==> config.mk <==
export PLATFORM = sky130hd
export DESIGN_NAME = vga_fb_arbiter
export DESIGN_NICKNAME = d
export VERILOG_FILES = /design/src/rtl/vga_fb_arbiter.sv
export SDC_FILE = /design/constraint.sdc
export NUM_CORES = 1
export LEC_CHECK = 0
export ABC_AREA = 1
export CORE_MARGIN = 2
export CORE_UTILIZATION = 46
export DETAILED_ROUTE_END_ITERATION = 10
export GPL_ROUTABILITY_DRIVEN = 0
export GPL_TIMING_DRIVEN = 0
export PLACE_DENSITY_LB_ADDON = 0.08
export SLEW_MARGIN = 20
export SYNTH_ARGS = -nofsm -noshare
export SYNTH_HDL_FRONTEND = slang
export SYNTH_SLANG_ARGS = --single-unit
==> constraint.sdc <==
create_clock -name clk -period 3.65 [get_ports clk]
set_clock_uncertainty 0.1 [all_clocks]
set_input_delay 0.9125 -clock clk [delete_from_list [all_inputs] [get_ports clk]]
set_output_delay 0.9125 -clock clk [all_outputs]
set_load 0.02 [all_outputs]
==> src/rtl/vga_fb_arbiter.sv <==
// ---------------------------------------------------------------------------
// vga_fb_arbiter
//   Shares one single-port synchronous pixel RAM between three requesters in
//   the pixel-clock domain, fixed priority display > clear > host:
//     - scan-out reader: always granted, read data back 3 cycles after request
//     - clear engine:    fills 0..DEPTH-1 with one colour on display gaps
//     - host/draw port:  valid/ready commands, reads answered in 3 cycles
//
//   Ports
//     clk, reset                     pixel clock, async active-high reset
//     disp_req/disp_addr             scan-out read request
//     disp_valid/disp_data           scan-out pixel (registered)
//     host_valid/ready/we/addr/wdata host command handshake
//     host_rsp_valid/host_rsp_data   host read data (no back-pressure)
//     clear_start/clear_color        start a full-framebuffer fill
//     clear_busy/clear_done          fill in progress / one-cycle completion
//     mem_en/we/addr/wdata/rdata     RAM port (outputs registered)
//     stall_count                    only when FB_ARB_STATS_EN is defined:
//                                    saturating count of host stall cycles
//
//   Build option: define FB_ARB_STATS_EN to add the stall_count port/counter.
// ---------------------------------------------------------------------------
module vga_fb_arbiter #(
   parameter int AW    = 19,
   parameter int DW    = 8,
   parameter int DEPTH = 480000
) (
   input  logic          clk,
   input  logic          reset,
   input  logic          disp_req,
   input  logic [AW-1:0] disp_addr,
   output logic          disp_valid,
   output logic [DW-1:0] disp_data,
   input  logic          host_valid,
   output logic          host_ready,
   input  logic          host_we,
   input  logic [AW-1:0] host_addr,
   input  logic [DW-1:0] host_wdata,
   output logic          host_rsp_valid,
   output logic [DW-1:0] host_rsp_data,
   input  logic          clear_start,
   input  logic [DW-1:0] clear_color,
   output logic          clear_busy,
   output logic          clear_done,
   output logic          mem_en,
   output logic          mem_we,
   output logic [AW-1:0] mem_addr,
   output logic [DW-1:0] mem_wdata,
   input  logic [DW-1:0] mem_rdata
`ifdef FB_ARB_STATS_EN
   ,
   output logic [15:0]   stall_count
`endif
);

   // Clear engine states. FLUSH covers the cycle in which the last fill
   // write sits on the RAM bus, so clear_done lands two cycles after the
   // final write was granted.
   localparam logic [1:0] S_IDLE  = 2'd0;
   localparam logic [1:0] S_CLEAR = 2'd1;
   localparam logic [1:0] S_FLUSH = 2'd2;
   localparam logic [1:0] S_DONE  = 2'd3;

   // Owner tag carried alongside each RAM access.
   localparam logic [1:0] TAG_NONE = 2'd0;
   localparam logic [1:0] TAG_DISP = 2'd1;
   localparam logic [1:0] TAG_HOST = 2'd2;

   localparam logic [AW-1:0] LAST_ADDR = AW'(DEPTH - 1);

   logic [1:0]    state_q, state_d;
   logic [AW-1:0] cnt_q, cnt_d;
   logic [DW-1:0] color_q, color_d;

   logic          mem_en_q, mem_en_d;
   logic          mem_we_q, mem_we_d;
   logic [AW-1:0] mem_addr_q, mem_addr_d;
   logic [DW-1:0] mem_wdata_q, mem_wdata_d;

   logic [1:0]    tag_mem_q, tag_mem_d;   // aligned with the RAM command
   logic [1:0]    tag_rd_q, tag_rd_d;     // aligned with mem_rdata

   logic          disp_valid_q, disp_valid_d;
   logic [DW-1:0] disp_data_q, disp_data_d;
   logic          rsp_valid_q, rsp_valid_d;
   logic [DW-1:0] rsp_data_q, rsp_data_d;

   logic          gnt_disp, gnt_clr, gnt_host;

   assign clear_busy = (state_q != S_IDLE);
   assign clear_done = (state_q == S_DONE);
   // Gated by reset so every output reads 0 while reset is held.
   assign host_ready = host_valid & ~disp_req & ~clear_busy & ~reset;

   // Fixed-priority grant.
   always_comb begin
      gnt_disp = disp_req;
      gnt_clr  = ~disp_req & (state_q == S_CLEAR);
      gnt_host = host_ready;
   end

   // Clear engine.
   always_comb begin
      state_d = state_q;
      cnt_d   = cnt_q;
      color_d = color_q;
      case (state_q)
         S_IDLE: begin
            if (clear_start) begin
               color_d = clear_color;
               cnt_d   = '0;
               state_d = S_CLEAR;
            end
         end
         S_CLEAR: begin
            if (gnt_clr) begin
               cnt_d = cnt_q + 1'b1;
               if (cnt_q == LAST_ADDR) state_d = S_FLUSH;
            end
         end
         S_FLUSH: state_d = S_DONE;
         S_DONE:  state_d = S_IDLE;
         default: state_d = S_IDLE;
      endcase
   end

   // RAM command stage and read-return pipeline.
   always_comb begin
      mem_en_d    = gnt_disp | gnt_clr | gnt_host;
      mem_we_d    = ~gnt_disp & (gnt_clr | (gnt_host & host_we));
      mem_addr_d  = '0;
      mem_wdata_d = '0;
      tag_mem_d   = TAG_NONE;
      if (gnt_disp) begin
         mem_addr_d = disp_addr;
         tag_mem_d  = TAG_DISP;
      end else if (gnt_clr) begin
         mem_addr_d  = cnt_q;
         mem_wdata_d = color_q;
      end else if (gnt_host) begin
         mem_addr_d = host_addr;
         if (host_we) mem_wdata_d = host_wdata;
         else         tag_mem_d   = TAG_HOST;
      end

      tag_rd_d     = tag_mem_q;
      disp_valid_d = (tag_rd_q == TAG_DISP);
      disp_data_d  = disp_valid_d ? mem_rdata : '0;
      rsp_valid_d  = (tag_rd_q == TAG_HOST);
      rsp_data_d   = rsp_valid_d ? mem_rdata : '0;
   end

   always_ff @(posedge clk or posedge reset) begin
      if (reset) begin
         state_q      <= S_IDLE;
         cnt_q        <= '0;
         color_q      <= '0;
         mem_en_q     <= 1'b0;
         mem_we_q     <= 1'b0;
         mem_addr_q   <= '0;
         mem_wdata_q  <= '0;
         tag_mem_q    <= TAG_NONE;
         tag_rd_q     <= TAG_NONE;
         disp_valid_q <= 1'b0;
         disp_data_q  <= '0;
         rsp_valid_q  <= 1'b0;
         rsp_data_q   <= '0;
      end else begin
         state_q      <= state_d;
         cnt_q        <= cnt_d;
         color_q      <= color_d;
         mem_en_q     <= mem_en_d;
         mem_we_q     <= mem_we_d;
         mem_addr_q   <= mem_addr_d;
         mem_wdata_q  <= mem_wdata_d;
         tag_mem_q    <= tag_mem_d;
         tag_rd_q     <= tag_rd_d;
         disp_valid_q <= disp_valid_d;
         disp_data_q  <= disp_data_d;
         rsp_valid_q  <= rsp_valid_d;
         rsp_data_q   <= rsp_data_d;
      end
   end

   assign mem_en         = mem_en_q;
   assign mem_we         = mem_we_q;
   assign mem_addr       = mem_addr_q;
   assign mem_wdata      = mem_wdata_q;
   assign disp_valid     = disp_valid_q;
   assign disp_data      = disp_data_q;
   assign host_rsp_valid = rsp_valid_q;
   assign host_rsp_data  = rsp_data_q;

`ifdef FB_ARB_STATS_EN
   logic [15:0] stall_q, stall_d;

   always_comb begin
      stall_d = stall_q;
      if (host_valid && !host_ready && (stall_q != 16'hFFFF))
         stall_d = stall_q + 16'd1;
   end

   always_ff @(posedge clk or posedge reset) begin
      if (reset) stall_q <= '0;
      else       stall_q <= stall_d;
   end

   assign stall_count = stall_q;
`endif

endmodule
==> flow_metrics.tcl <==
set metrics [dict create \
    outcome "completed" \
    drv_cap 0 \
    min_period_ps 3360 \
    grt_pass1_vias 3139 \
    grt_max_degree 47 \
    finalHoldViolCount 0 \
    drt-total-wl_mm 9.48 \
    p_leak_uw 0.00230 \
    synthCells 401 \
    tritoncts "done" \
    worstPathArrival_ps 2350 \
    clock-root-buffer "clkbuf_8" \
    nets 604 \
    synthSimpleGateAreaFrac 0.253 \
    busiest_layer "met2" \
    first_pass_iters 5 \
    synth_nets 475 \
    use_met2 0.371 \
    tightest_slew_ps 586 \
    worst_ir_drop_vdd_mv 0.391 \
    regArea_um2 2000 \
    post_cts_buffers 0 \
    worstSetupPathType "in -> out" \
    post_route_cells_drive_above_1_share 0.0785 \
    chipHeight_um 91.7 \
    antenna_found_initial 0 \
    viasPerCell 5.03 \
    yosysWarnings 0 \
    cts_buffers 9 \
    wl_per_cell_um 15.0 \
    die_w_um 91.7 \
    fill_cells 576 \
    r2r_slack_ps 1600 \
    hp-class "reg -> reg" \
    endpoint_kind "output pin" \
    maxSlewViolCount 0 \
    vias 3191 \
    clkSinkCount 80 \
    final_area_um2 5070 \
    rsz0062_at_grt "false" \
    path_clk_slew_ps 90 \
    finish.utilization 0.692 \
    yosysUniqueCellTypes 25 \
    grt_use_met1 0.336 \
    portBuffers 117 \
    finalCritPeriodShare 0.921 \
    mostFrequentLayoutCell "clkdlybuf4s50_1" \
    grt_pass1_wl_mm 15.6 \
    layout_common_cells "clkdlybuf4s50_1 (115), nand2_1 (87), dfrtp_1 (80)" \
    synthAdderAreaFrac 0.0212 \
    ys_seq_area_frac 0.566 \
    dp.cells 618 \
    grt.met3_usage 0.0518 \
    synth_edf_count 0 \
    slew_headroom 0.608 \
    final_cells 634 \
    synthArstFlopShare 1.00 \
    cp_max_fo 10 \
    power_density_nw_per_um2 512 \
    rows 31 \
    start_util 0.483 \
    ys.flop_type "dfrtp_1" \
    drc 0 \
    drtAntennaViolNets 0 \
    clk_latency_ps 360 \
    dieArea_um2 8410 \
    track_usage 0.239 \
    setup_viol 0 \
    drt-initial-drc-count 130 \
    syn_area_um2 3540 \
    place_area_um2 4860 \
    syn_to_final_growth_pct 43.4 \
    grt_overflow 0 \
    multi_input_area_um2 1290 \
    required_ps 2640 \
    ys_ff_latch 80 \
    synthXorXnorAreaFrac 0 \
    io_pins 118 \
    fp.coreArea_um2 7330 \
    synthMuxAreaShare 0 \
    antenna-diode-count 0 \
    hpwl_mm 7.21 \
    postSynthAreaPerCell_um2 8.82 \
    clockBufferDepth 2 \
    synth_top_family_by_area "simple AND/OR/NAND/NOR gates" \
    cp-start-kind "input port" \
    cts_max_level 3 \
    fmax_ghz 0.298 \
    synth_compound_area_frac 0.0877 \
]
==> report_power, final <==
part,internal (uW),switching [uW]
Combinational,323,507
Sequential,1010,58.9
Clock,329,365
==> final timing paths <==
| check | start | end | cells after the start |
|---|---|---|---|
| max in group asynchronous | reset | mem_addr[2]$_DFF_PP0_ | 3 |
| setup reg to reg | state_q[0]$_DFFE_PP0P_ | cnt_q[17]$_DFFE_PP0P_ | 10 |
| hold / removal | tag_mem_q[1]$_DFF_PP0_ | tag_rd_q[1]$_DFF_PP0_ | 0 |
| setup / recovery | host_valid | host_ready | 5 |
| min in group asynchronous | reset | state_q[1]$_DFFE_PP0P_ | 2 |
| hold reg to reg | tag_mem_q[1]$_DFF_PP0_ | tag_rd_q[1]$_DFF_PP0_ | 0 |
==> synthesized netlist by cell type, types with 4 or more instances <==
master,count,area share
a21oi_1,10,0.014
buf_2,8,0.011
dfrtp_1,80,0.57
ha_1,6,0.021
inv_1,50,0.053
nand2_1,87,0.092
nand3_1,45,0.064
nand4_1,9,0.016
nor2_1,37,0.039
nor2_2,4,0.0071
nor3_1,7,0.0099
o211ai_1,15,0.032
o21ai_0,16,0.023
o21ai_1,12,0.017
==> critical path: stages <==
cell and delay (ps):
clkdlybuf4s50_1 460, nand2_1 80, nor3_4 270, buf_2 260, dlygate4sd2_1 360
==> sequential cells by signal (all words and copies together), names as in the netlist, 2 cells and up <==
register	cells
cnt_q	19
mem_addr	19
color_q	8
disp_data	8
host_rsp_data	8
mem_wdata	8
state_q	2
tag_mem_q	2
tag_rd_q	2
==> timing repair <==
item / in CTS / in global routing
endpoints found under the setup margin: 1 / 0
resized for setup: 3 / 0
hold buffers: 0 / 0
==> routing by layer <==
layer  wire, um  vias up
li1           -     1570
met1       4360     1486
met2       4300      121
met3        638       14
met4        172        0
met5          0        -
==> stage by stage <==
stage,hold slack (ps),power [uW],TNS [ps],setup slack [ps]
global placement,233,1890,-57360,-718
CTS,254,2610,0,262
global route,268,2750,0,213
floorplan,231,1580,0,586
detailed placement,236,1920,-203,-203
finish,254,2600,0,289
==> area by class of cell <==
type / count / area share
Buffer: 11 / 0.0109
Multi-Input combinational cell: 257 / 0.254
Tap cell: 99 / 0.0244
Clock buffer: 9 / 0.0244
Clock inverter: 7 / 0.0165
Timing Repair Buffer: 118 / 0.236
Inverter: 53 / 0.0397
Sequential cell: 80 / 0.395
==> cell families after synthesis <==
kind of cell | count (synthesis)
buffers and inverters | 64
DFF | 80
and+or+nand+nor | 197
adders and majority gates | 6
AOI/OAI and AO/OA | 54
No activity file was read; power rests on OpenSTA's default activity.
